**config.mk**
```make
export PLATFORM = sky130hd
export DESIGN_NAME = axis_unpack
export DESIGN_NICKNAME = d
export VERILOG_FILES = /design/src/rtl/axis_unpack.sv
export SDC_FILE = /design/constraint.sdc
export NUM_CORES = 1
export LEC_CHECK = 0
export CORE_ASPECT_RATIO = 1.2
export CORE_UTILIZATION = 35
export CTS_CLUSTER_SIZE = 40
export DETAILED_ROUTE_END_ITERATION = 6
export PLACE_DENSITY = 0.66
export RECOVER_POWER = 25
export SLEW_MARGIN = 20
export SYNTH_ARGS = -nofsm -noshare
export SYNTH_HDL_FRONTEND = slang
export SYNTH_SLANG_ARGS = --single-unit
```
**constraint.sdc**
```tcl
create_clock -name aclk -period 2.6 [get_ports aclk]
set_input_delay 0.52 -clock aclk [delete_from_list [all_inputs] [get_ports aclk]]
set_output_delay 0.52 -clock aclk [all_outputs]
set_load 0.005 [all_outputs]
```
**src/rtl/axis_unpack.sv**
```systemverilog
// axis_unpack: AXI-Stream width converter that splits an n-byte input word
// into n single-byte output beats, byte 0 first.
// The optional tlast path is compiled in with `define AXIS_UNPACK_TLAST_EN.
module axis_unpack #(
    parameter  int n  = 4,
    localparam int nb = n * 8
) (
    input  logic          aclk,
    input  logic          aresetn,
    input  logic [nb-1:0] in_tdata,
    input  logic          in_tvalid,
    output logic          in_tready,
`ifdef AXIS_UNPACK_TLAST_EN
    input  logic          in_tlast,
    output logic          out_tlast,
`endif
    output logic [7:0]    out_tdata,
    output logic          out_tvalid,
    input  logic          out_tready
);

    // Index is at least one bit wide so n=1 still elaborates.
    localparam int iw = (n > 1) ? $clog2(n) : 1;

    typedef enum logic {EMPTY, ACTIVE} state_t;

    state_t              state;
    logic [iw-1:0]       idx;
    logic [n-1:0][7:0]   word;
    logic                at_last;
    logic                load;
    logic                out_fire;
`ifdef AXIS_UNPACK_TLAST_EN
    logic                tlast_q;
`endif

    assign at_last    = (idx == iw'(n - 1));
    assign out_tvalid = (state == ACTIVE);
    assign out_tdata  = word[idx];

    // A new word may enter when idle, or in the same cycle the final byte of
    // the current word leaves, which keeps the output stream bubble-free.
    // Held low during reset so nothing is accepted while state is cleared.
    assign in_tready  = aresetn && ((state == EMPTY) || (at_last && out_tready));

    assign load       = in_tvalid && in_tready;
    assign out_fire   = out_tvalid && out_tready;

`ifdef AXIS_UNPACK_TLAST_EN
    assign out_tlast  = tlast_q && at_last;
`endif

    // Word/index/state sequencing; a load always wins because it can only
    // coincide with the last byte being consumed.
    always_ff @(posedge aclk or negedge aresetn) begin
        if (!aresetn) begin
            state   <= EMPTY;
            idx     <= '0;
            word    <= '0;
`ifdef AXIS_UNPACK_TLAST_EN
            tlast_q <= 1'b0;
`endif
        end else if (load) begin
            state   <= ACTIVE;
            idx     <= '0;
            word    <= in_tdata;
`ifdef AXIS_UNPACK_TLAST_EN
            tlast_q <= in_tlast;
`endif
        end else if (out_fire) begin
            if (at_last) begin
                state <= EMPTY;
            end else begin
                idx   <= idx + 1'b1;
            end
        end
    end

endmodule

```
==> run metrics, run 1 <==
layout cell share with drive strength beyond 1 36.2%; port bufs 45; syn_nets 128; maximum vdd drop 0.553 mV; R2R Path End word[20]$_DFFE_PN0P_; flop2flop setup slack between 0.9 and 1 ns; P&R area growth vs syn 33.5%; GPL Wtd Cong 0.677; relative slew slack around 3.6%; # DRC 0; drt wl/cell 15.7 um; status finished, final reports clean; worst reg2reg startpoint idx[0]$_DFFE_PN0P_; Placed Area 0.00218 mm^2; CP Max Fanout 6; Crit. End Element output port; slew of the pin with the lowest slew margin 1.45 ns; setup TNS 0 ns; first-pass GRT wire length between 5 and 6 mm; Skew-Pair Late Insertion Delay roughly 0.28 ns; register bit total from synthesis 35; Core Util, Final 49.0%; placed cells 193; post-route cell area 0.00225 mm^2; Core ar. around 0.0046 mm^2; Tmin final ~2.4 ns; Async S/R FF share, synth 100%; Final Cycle Share 94.0%; max-slew violations 0; number of distinct library cells after synthesis 18; Hold WC Path Type primary input to asynchronous set/reset pin; Overall Power 2570 uW; crit path launch idx[0]$_DFFE_PN0P_; Clock Path Buffers 2; TritonCTS Buffers 5; total global routing overflow 0; Final Hold Vio Count 0; startpoint types register; CTS tree built; worst setup path end out_tdata[4]; chip width 65.4 um; RSZ-0062 raised after global routing no; Final setup viols 0; Worst EP arrival 1.93 ns; clock sink count 35; Post-Syn Instances 91; Post-synth EDFFs 0; Starting Density between 30% and 40%; I/O pins 46; hold_buf cts 0; drt via density 4.64; first drt pass iteration count 4; Top FF cell, synth dfrtp_1; Worst-path clk slew 0.06 ns; via count of the first global-routing pass 1084; Post-Synthesis Cell Area 0.00169 mm^2; Mean Syn Cell Area 18.5 um^2; Setup Buffers After CTS 0; Multi-input gate area between 700 and 800 um^2; Root Buffer clkbuf_8; initial antenna violation count 0; clock skew 0.00401 ns; Final nets 179; Required @ worst endpoint 2.08 ns; First DRT Iteration DRCs 13; Post-Route WL between 3 and 4 mm; largest net degree at the start of global routing 35; register area approximately 880 um^2; sequential-to-total area share from yosys stat 51.9%; Chip Height a little under 80 um; row count 27; ant diodes 0; Power per Cell Area 1140 mW/mm^2; post-route ant nets 0; yosys warns 0; Final Non-Filler Cells 199; Detail Placement HPWL roughly 2.3 mm; post_cts resized 0; fillers 429; leakage about 0.001 uW; Fmax roughly 410 MHz; maxcap violations 0; reg2reg path depth 5; die area between 0.005 and 0.006 mm^2; Crit Path Category register to output port; gr usage total between 10 and 15%; vias 923; htree depth 2
worst min-delay path by stage:
stage | startpoint | end | slack, ns | cells past startpoint
3_3_place_gp | aresetn | word[16]$_DFFE_PN0P_ | 0.39 | 1
2_1_floorplan | aresetn | idx[0]$_DFFE_PN0P_ | 0.22 | 0
3_5_place_dp | aresetn | word[16]$_DFFE_PN0P_ | 0.39 | 1
5_1_grt | aresetn | word[0]$_DFFE_PN0P_ | 0.24 | 1
6_report | aresetn | word[16]$_DFFE_PN0P_ | 0.20 | 1
4_1_cts | aresetn | word[16]$_DFFE_PN0P_ | 0.09 | 1
cells by family after synthesis:
family / synth area share, %
mux: 38.8
flops: 51.9
simple gates: 3.11
buf+inv: 3.78
compound gates: 1.11
xor+xnor: 0.519
fa+ha+maj: 0.741
cell usage after synthesis, types with 2 or more instances:
library cell | n | share of area (%)
mux4_2 | 8 | 11
mux2_2 | 4 | 2.7
dfrtp_1 | 35 | 52
buf_12 | 2 | 2.4
nor2_1 | 2 | 0.44
mux2_4 | 28 | 25
metrics by stage:
step | hold WS, ns | worst slack [ns]
2_1_floorplan | 0.224 | 0.963
3_3_place_gp | 0.385 | 0.216
3_5_place_dp | 0.393 | 0.212
4_1_cts | 0.0890 | 0.0000779
5_1_grt | 0.240 | 0.0615
6_report | 0.196 | 0.155
critical path, stage by stage, from the launching register on:
cell	delay, ns
dfrtp_2	0.46
buf_4	0.20
mux4_2	0.50
clkdlybuf4s50_1	0.48
sequential cells by signal (all words and copies together) (netlist names):
signal / flops
idx: 2
out_tvalid: 1
word: 32
routing by layer:
metal | GRT usage (%) | up-vias | part of all wire (%)
met2 | 22.6 | 24 | 50
met5 | 0 | - | 0
met3 | 4.51 | 5 | 4.3
li1 | - | 431 | -
met4 | 4.57 | 0 | 1.2
met1 | 18.2 | 463 | 44
cell type report:
| cell class | count | area share [%] |
|---|---|---|
| clock buffer | 6 | 3.22 |
| tap | 58 | 3.22 |
| timing repair buffer | 49 | 21.4 |
| sequential | 35 | 38.9 |
| multi-input combinational | 51 | 33.2 |
where the power goes:
| part | leakage [uW] | switching, uW | internal [uW] |
|---|---|---|---|
| logic | 0.000518 | 339 | 884 |
| registers | 0.000416 | 173 | 824 |
| clock network | 0.0000371 | 173 | 178 |
layout by cell type, fill, tap and decap left out:
cell	instances
clkbuf_1	3
buf_4	2
buf_12	1
mux2_2	4
a21boi_4	1
ha_1	1
mux4_2	8
dfrtp_1	34
and2b_1	1
nor2_1	2
mux2i_1	1
dfrtp_2	1
mux2_4	28
xor2_1	1
clkbuf_8	5
nand2_1	1
nor2_8	1
nand2b_1	1
clkdlybuf4s50_1	44
nand3b_1	1
(Power assumes the default switching activity.)
==> inputs of run 2 (changes only) <==
--- a/config.mk
+++ b/config.mk
@@ -9,7 +9,7 @@
 export CORE_UTILIZATION = 35
 export CTS_CLUSTER_SIZE = 40
 export DETAILED_ROUTE_END_ITERATION = 6
-export PLACE_DENSITY = 0.66
+export PLACE_DENSITY = 0.71
 export RECOVER_POWER = 25
 export SLEW_MARGIN = 20
 export SYNTH_ARGS = -nofsm -noshare
==> run 2 against run 1 <==
Die area did not move. Clock power rose by 21%. Wire length is essentially flat. Clock-buffer cell count increased by 2. Via count is 2.5% higher. Cell area increased by 1.7%. First-iteration DRC count fell by 46%. Cell count is 2.0% higher. Register-to-register slack got worse by 0.04 ns. Critical endpoint is now in_tready. Highest routed layer unchanged.
==> run metrics, run 2 (synthesized netlist as in run 1, its figures left out) <==
Post-Route WL 3.12 mm; commonest non-fill, non-tap cells in the layout 44 x clkdlybuf4s50_1, 35 x dfrtp_1, 28 x mux2_4, 8 x mux4_2, 7 x clkbuf_8; Overall Power 2650 uW; First DRT Iteration DRCs 7; clock skew 0.00760 ns; via count of the first global-routing pass approximately 1100; crit-path cells clkdlybuf4s50_1, a21boi_4, and2b_1, clkdlybuf4s50_1; maxcap violations 0; post_cts resized 0; vias roughly 950; Core Util, Final 49.9%; Hold WC Path Type primary input to asynchronous set/reset pin; CTS tree built; Crit. End Element output port; I/O pins 46; max-slew violations 0; Final Non-Filler Cells a little over 200; gr usage total 13.9%; Critical Path Slowest Stage Cell clkdlybuf4s50_1; initial antenna violation count 0; GPL Wtd Cong 0.671; largest net degree at the start of global routing 26; Skew-Pair Late Insertion Delay 0.28 ns; row count 27; WHS 0.487 ns; Final Cycle Share between 90% and 100%; CP Max Fanout 3; Final setup viols 0; RSZ-0062 raised after global routing no; startpoint types primary input; maximum vdd drop 0.522 mV; Worst-path clk slew 0.07 ns; layout cell share with drive strength beyond 1 36.6%; total global routing overflow 0; htree depth 2; Clock Path Buffers 2; post-route ant nets 0; setup TNS 0 ns; first-pass GRT wire length 5.11 mm; # DRC 0; leakage 0.000993 uW; Fmax 414 MHz; hold_buf cts 0; relative slew slack 33.5%; port bufs 45; Final nets 181; cell mode on critical path clkdlybuf4s50_1; Reg with most FFs word; commonest non-fill, non-tap cell in the layout clkdlybuf4s50_1; Core ar. around 0.0046 mm^2; Tmin final around 2.4 ns; Worst EP arrival 1.90 ns; chip width around 65 um; Final Hold Vio Count 0; Crit Path Category primary input to output port; Power per Cell Area 1160 mW/mm^2; R2R Path End word[20]$_DFFE_PN0P_; clock sink count 35; status finished, final reports clean; Root Buffer clkbuf_8; drt wl/cell 15.4 um; worst reg2reg startpoint idx[0]$_DFFE_PN0P_; Chip Height 78.1 um; slew of the pin with the lowest slew margin 0.997 ns; Required @ worst endpoint 2.08 ns; die area 0.00511 mm^2; TritonCTS Buffers 5; P&R area growth vs syn 35.7%; placed cells 195; first drt pass iteration count 3; reg2reg path depth 5; worst stage delay on the critical path 0.47 ns; drt via density approximately 4.7; max reg flops 32; Detail Placement HPWL 2.38 mm; Starting Density 36.7%; flop2flop setup slack 0.89 ns; Setup Buffers After CTS 0; ant diodes 0
[run 2: changes by cell type in the layout (fill, tap and decap cells not counted)]
cell and delta:
buf_4 +1, clkbuf_1 +1, clkbuf_8 +2, dfrtp_1 +1, dfrtp_2 -1
[run 2: cell type report]
| type | instances | area, um^2 |
|---|---|---|
| multi-input cells | 51 | 748 |
| repair buffers | 51 | 494 |
| clock buffers | 8 | 100 |
| well taps | 58 | 72.6 |
| fillers | 413 | 2300 |
| flip-flops and latches | 35 | 876 |
[run 2: metal layers]
layer	wire length, um	track usage [%]	vias to the layer above
li1	-	-	436
met1	1260	15.5	467
met4	91	6.96	0
met2	1580	22.7	35
met3	184	5.67	8
met5	0	0	-
[run 2: worst max-delay path, delay by kind of cell]
kind            cells  cell delay (ns)
buf+inv             2             0.91
compound gates      1             0.26
simple gates        1             0.21
[run 2: metrics by stage]
stage,cell area [um^2],worst slack (ns)
finish,2290,0.184
floorplan,1690,0.963
CTS,2300,0.175
global placement,2200,0.218
detailed placement,2200,0.187
global route,2290,0.140
[run 2: worst max path at each step]
stage                       start           end  slack (ns)  cells past startpoint
4_1_cts                out_tready     in_tready        0.17                      4
5_1_grt        idx[0]$_DFFE_PN0P_  out_tdata[3]        0.14                      3
2_1_floorplan  idx[0]$_DFFE_PN0P_  out_tdata[0]        0.96                      2
3_5_place_dp           out_tready     in_tready        0.19                      4
3_3_place_gp           out_tready     in_tready        0.22                      4
6_report               out_tready     in_tready        0.18                      4
[run 2: power breakdown]
| group | switching [uW] | total (uW) | leakage, uW | internal [uW] |
|---|---|---|---|---|
| combinational | 357 | 1250 | 0.000525 | 894 |
| sequential | 155 | 977 | 0.000417 | 822 |
| clock | 183 | 424 | 0.0000515 | 242 |
| total | 695 | 2650 | 0.000993 | 1960 |
==> inputs of run 3 (changes only) <==
--- a/config.mk
+++ b/config.mk
@@ -9,7 +9,6 @@
 export CORE_UTILIZATION = 35
 export CTS_CLUSTER_SIZE = 40
 export DETAILED_ROUTE_END_ITERATION = 6
-export PLACE_DENSITY = 0.71
 export RECOVER_POWER = 25
 export SLEW_MARGIN = 20
 export SYNTH_ARGS = -nofsm -noshare
==> constraint.sdc (replaced) <==
create_clock -name aclk -period 2.2 [get_ports aclk]
set_input_delay 0.44 -clock aclk [delete_from_list [all_inputs] [get_ports aclk]]
set_output_delay 0.44 -clock aclk [all_outputs]
set_load 0.005 [all_outputs]
==> run 3 against run 2 <==
Cell area is 3.8% higher. Largest power group unchanged. Clock power is 38% higher. Core utilization is 1.9 points higher. Global-route usage is 0.20 points lower. Worst hold slack worse by 0.13 ns. Largest cell class unchanged.
==> run metrics, run 3 (synthesized netlist as in run 1, its figures left out) <==
Skew-Pair Late Insertion Delay about 0.28 ns; worst reg2reg startpoint idx[0]$_DFFE_PN0P_; clock sink count 35; Post-Route WL approximately 3.1 mm; chip width 65.4 um; max-slew violations 0; Final Hold Vio Count 0; setup TNS 0 ns; Multi-input gate area 751 um^2; Reg with most FFs word; largest net degree at the start of global routing 35; placed cells between 150 and 200; commonest non-fill, non-tap cell in the layout clkdlybuf4s50_1; fillers 423; initial antenna violation count 0; Required @ worst endpoint 1.76 ns; RSZ-0062 raised after global routing no; Crit. End Element output port; Worst-path clk slew 0.07 ns; P&R area growth vs syn 40.9%; first drt pass iteration count 3; Chip Height 78.1 um; gr usage total 13.7%; hold_buf cts 0; Crit Path Category primary input to output port; drt wl/cell 14.9 um; worst stage delay on the critical path between 0.5 and 0.6 ns; status finished, final reports clean; Buf/Inv on CP 2; Final setup viols 0; slew of the pin with the lowest slew margin between 1 and 1.5 ns; Root Buffer clkbuf_8; vias 951; clock skew 0.00770 ns; CP Max Fanout 2; TritonCTS Buffers 5; GPL Wtd Cong 0.637; row count 27; Final Non-Filler Cells 210; leakage between 0.001 and 0.0015 uW; via count of the first global-routing pass 1035; max reg flops 32; Tmin final 2.16 ns; Crit path max-delay family buffers and inverters; layout cell share with drive strength beyond 1 41.4%; I/O pins 46; first-pass GRT wire length around 5.2 mm; reg2reg path depth 6; Clock Path Buffers 2; Power per Cell Area between 1000 and 1500 mW/mm^2; Fmax 463 MHz; R2R Path End word[19]$_DFFE_PN0P_; Starting Density 36.7%; post-route ant nets 0; Core ar. 0.00459 mm^2; crit-path cells clkdlybuf4s50_1, a21boi_4, and2b_1, clkdlybuf4s50_1; Hold WC Path Type primary input to asynchronous set/reset pin; maxcap violations 0; relative slew slack 17.0%; total global routing overflow 0; Worst EP arrival roughly 1.7 ns; maximum vdd drop 0.673 mV; port bufs 45; startpoint types primary input; Detail Placement HPWL 2.21 mm; CTS tree built; flop2flop setup slack roughly 0.52 ns; First DRT Iteration DRCs 28; WHS 0.355 ns; ant diodes 0; cell mode on critical path clkdlybuf4s50_1; Critical Path Slowest Stage Cell clkdlybuf4s50_1; Final Cycle Share between 90% and 100%; drt via density approximately 4.5; register area 877 um^2; Final nets 188; htree depth 2; commonest non-fill, non-tap cells in the layout 36 x clkdlybuf4s50_1, 34 x dfrtp_1, 28 x mux2_4, 8 x mux4_2, 8 x dlygate4sd2_1; die area just over 0.005 mm^2; # DRC 0
[run 3: changes by cell type in the layout (fill, tap and decap cells not counted), sizes merged]
cell / before / now
clkinv: 0 / 1
clkdlybuf4s50: 44 / 36
dlygate4sd2: 0 / 8
clkbuf: 11 / 9
buf: 4 / 11
bufinv: 0 / 1
[run 3: per-stage QoR]
stage / setup slack, ns / instance area, um^2 / total power, uW / utilization [%]
final: 0.0402 / 2380 / 3260 / 51.8
after global routing: 0.00325 / 2380 / 3470 / 51.8
after CTS: 0.0352 / 2360 / 3260 / 51.4
after detailed placement: 0.0471 / 2210 / 2690 / 48.2
after global placement: 0.0566 / 2210 / 2640 / 48.2
after floorplan: 0.643 / 1690 / 2090 / -
[run 3: layout make-up]
cell class	instances	area share (%)
Multi-Input combinational cell	51	31.6
Clock inverter	2	1.47
Timing Repair Buffer	58	23.6
Clock buffer	6	3.47
Tap cell	58	3.05
Sequential cell	35	36.9
[run 3: where the power goes]
part	internal, uW	switching, uW
registers	973	179
logic	1080	440
clock network	366	221
total	2420	840
[run 3: how the worst max path moves through the flow]
stage | from | endpoint | depth (start not counted)
after global routing | out_tready | in_tready | 4
after global placement | out_tready | in_tready | 4
final | out_tready | in_tready | 4
after CTS | idx[0]$_DFFE_PN0P_ | out_tdata[7] | 4
after detailed placement | out_tready | in_tready | 4
after floorplan | idx[0]$_DFFE_PN0P_ | out_tdata[0] | 2
[run 3: layer usage]
metal / GRT usage [%] / share of wire (%) / routed length (um) / vias up
met5: 0 / 0 / 0 / -
met4: 5.87 / 1.7 / 53 / 0
met3: 4.36 / 3.8 / 119 / 5
met2: 21.2 / 50 / 1580 / 22
met1: 17.6 / 44 / 1390 / 473
li1: - / - / - / 451
[run 3: worst reg2reg max path, cell delays in order, from the launching register on]
cell and delay [ns]:
dfrtp_2 0.40, ha_2 0.22, a21boi_4 0.06, buf_4 0.15, nor2_8 0.11, buf_12 0.26
mux2_2 0.36
[run 3: repair_timing]
item	in CTS	in global routing
endpoints found under the hold margin	0	0
setup buffers	3	2
pin swaps	0	0
endpoints found under the setup margin	8	3
gates resized for setup	13	0
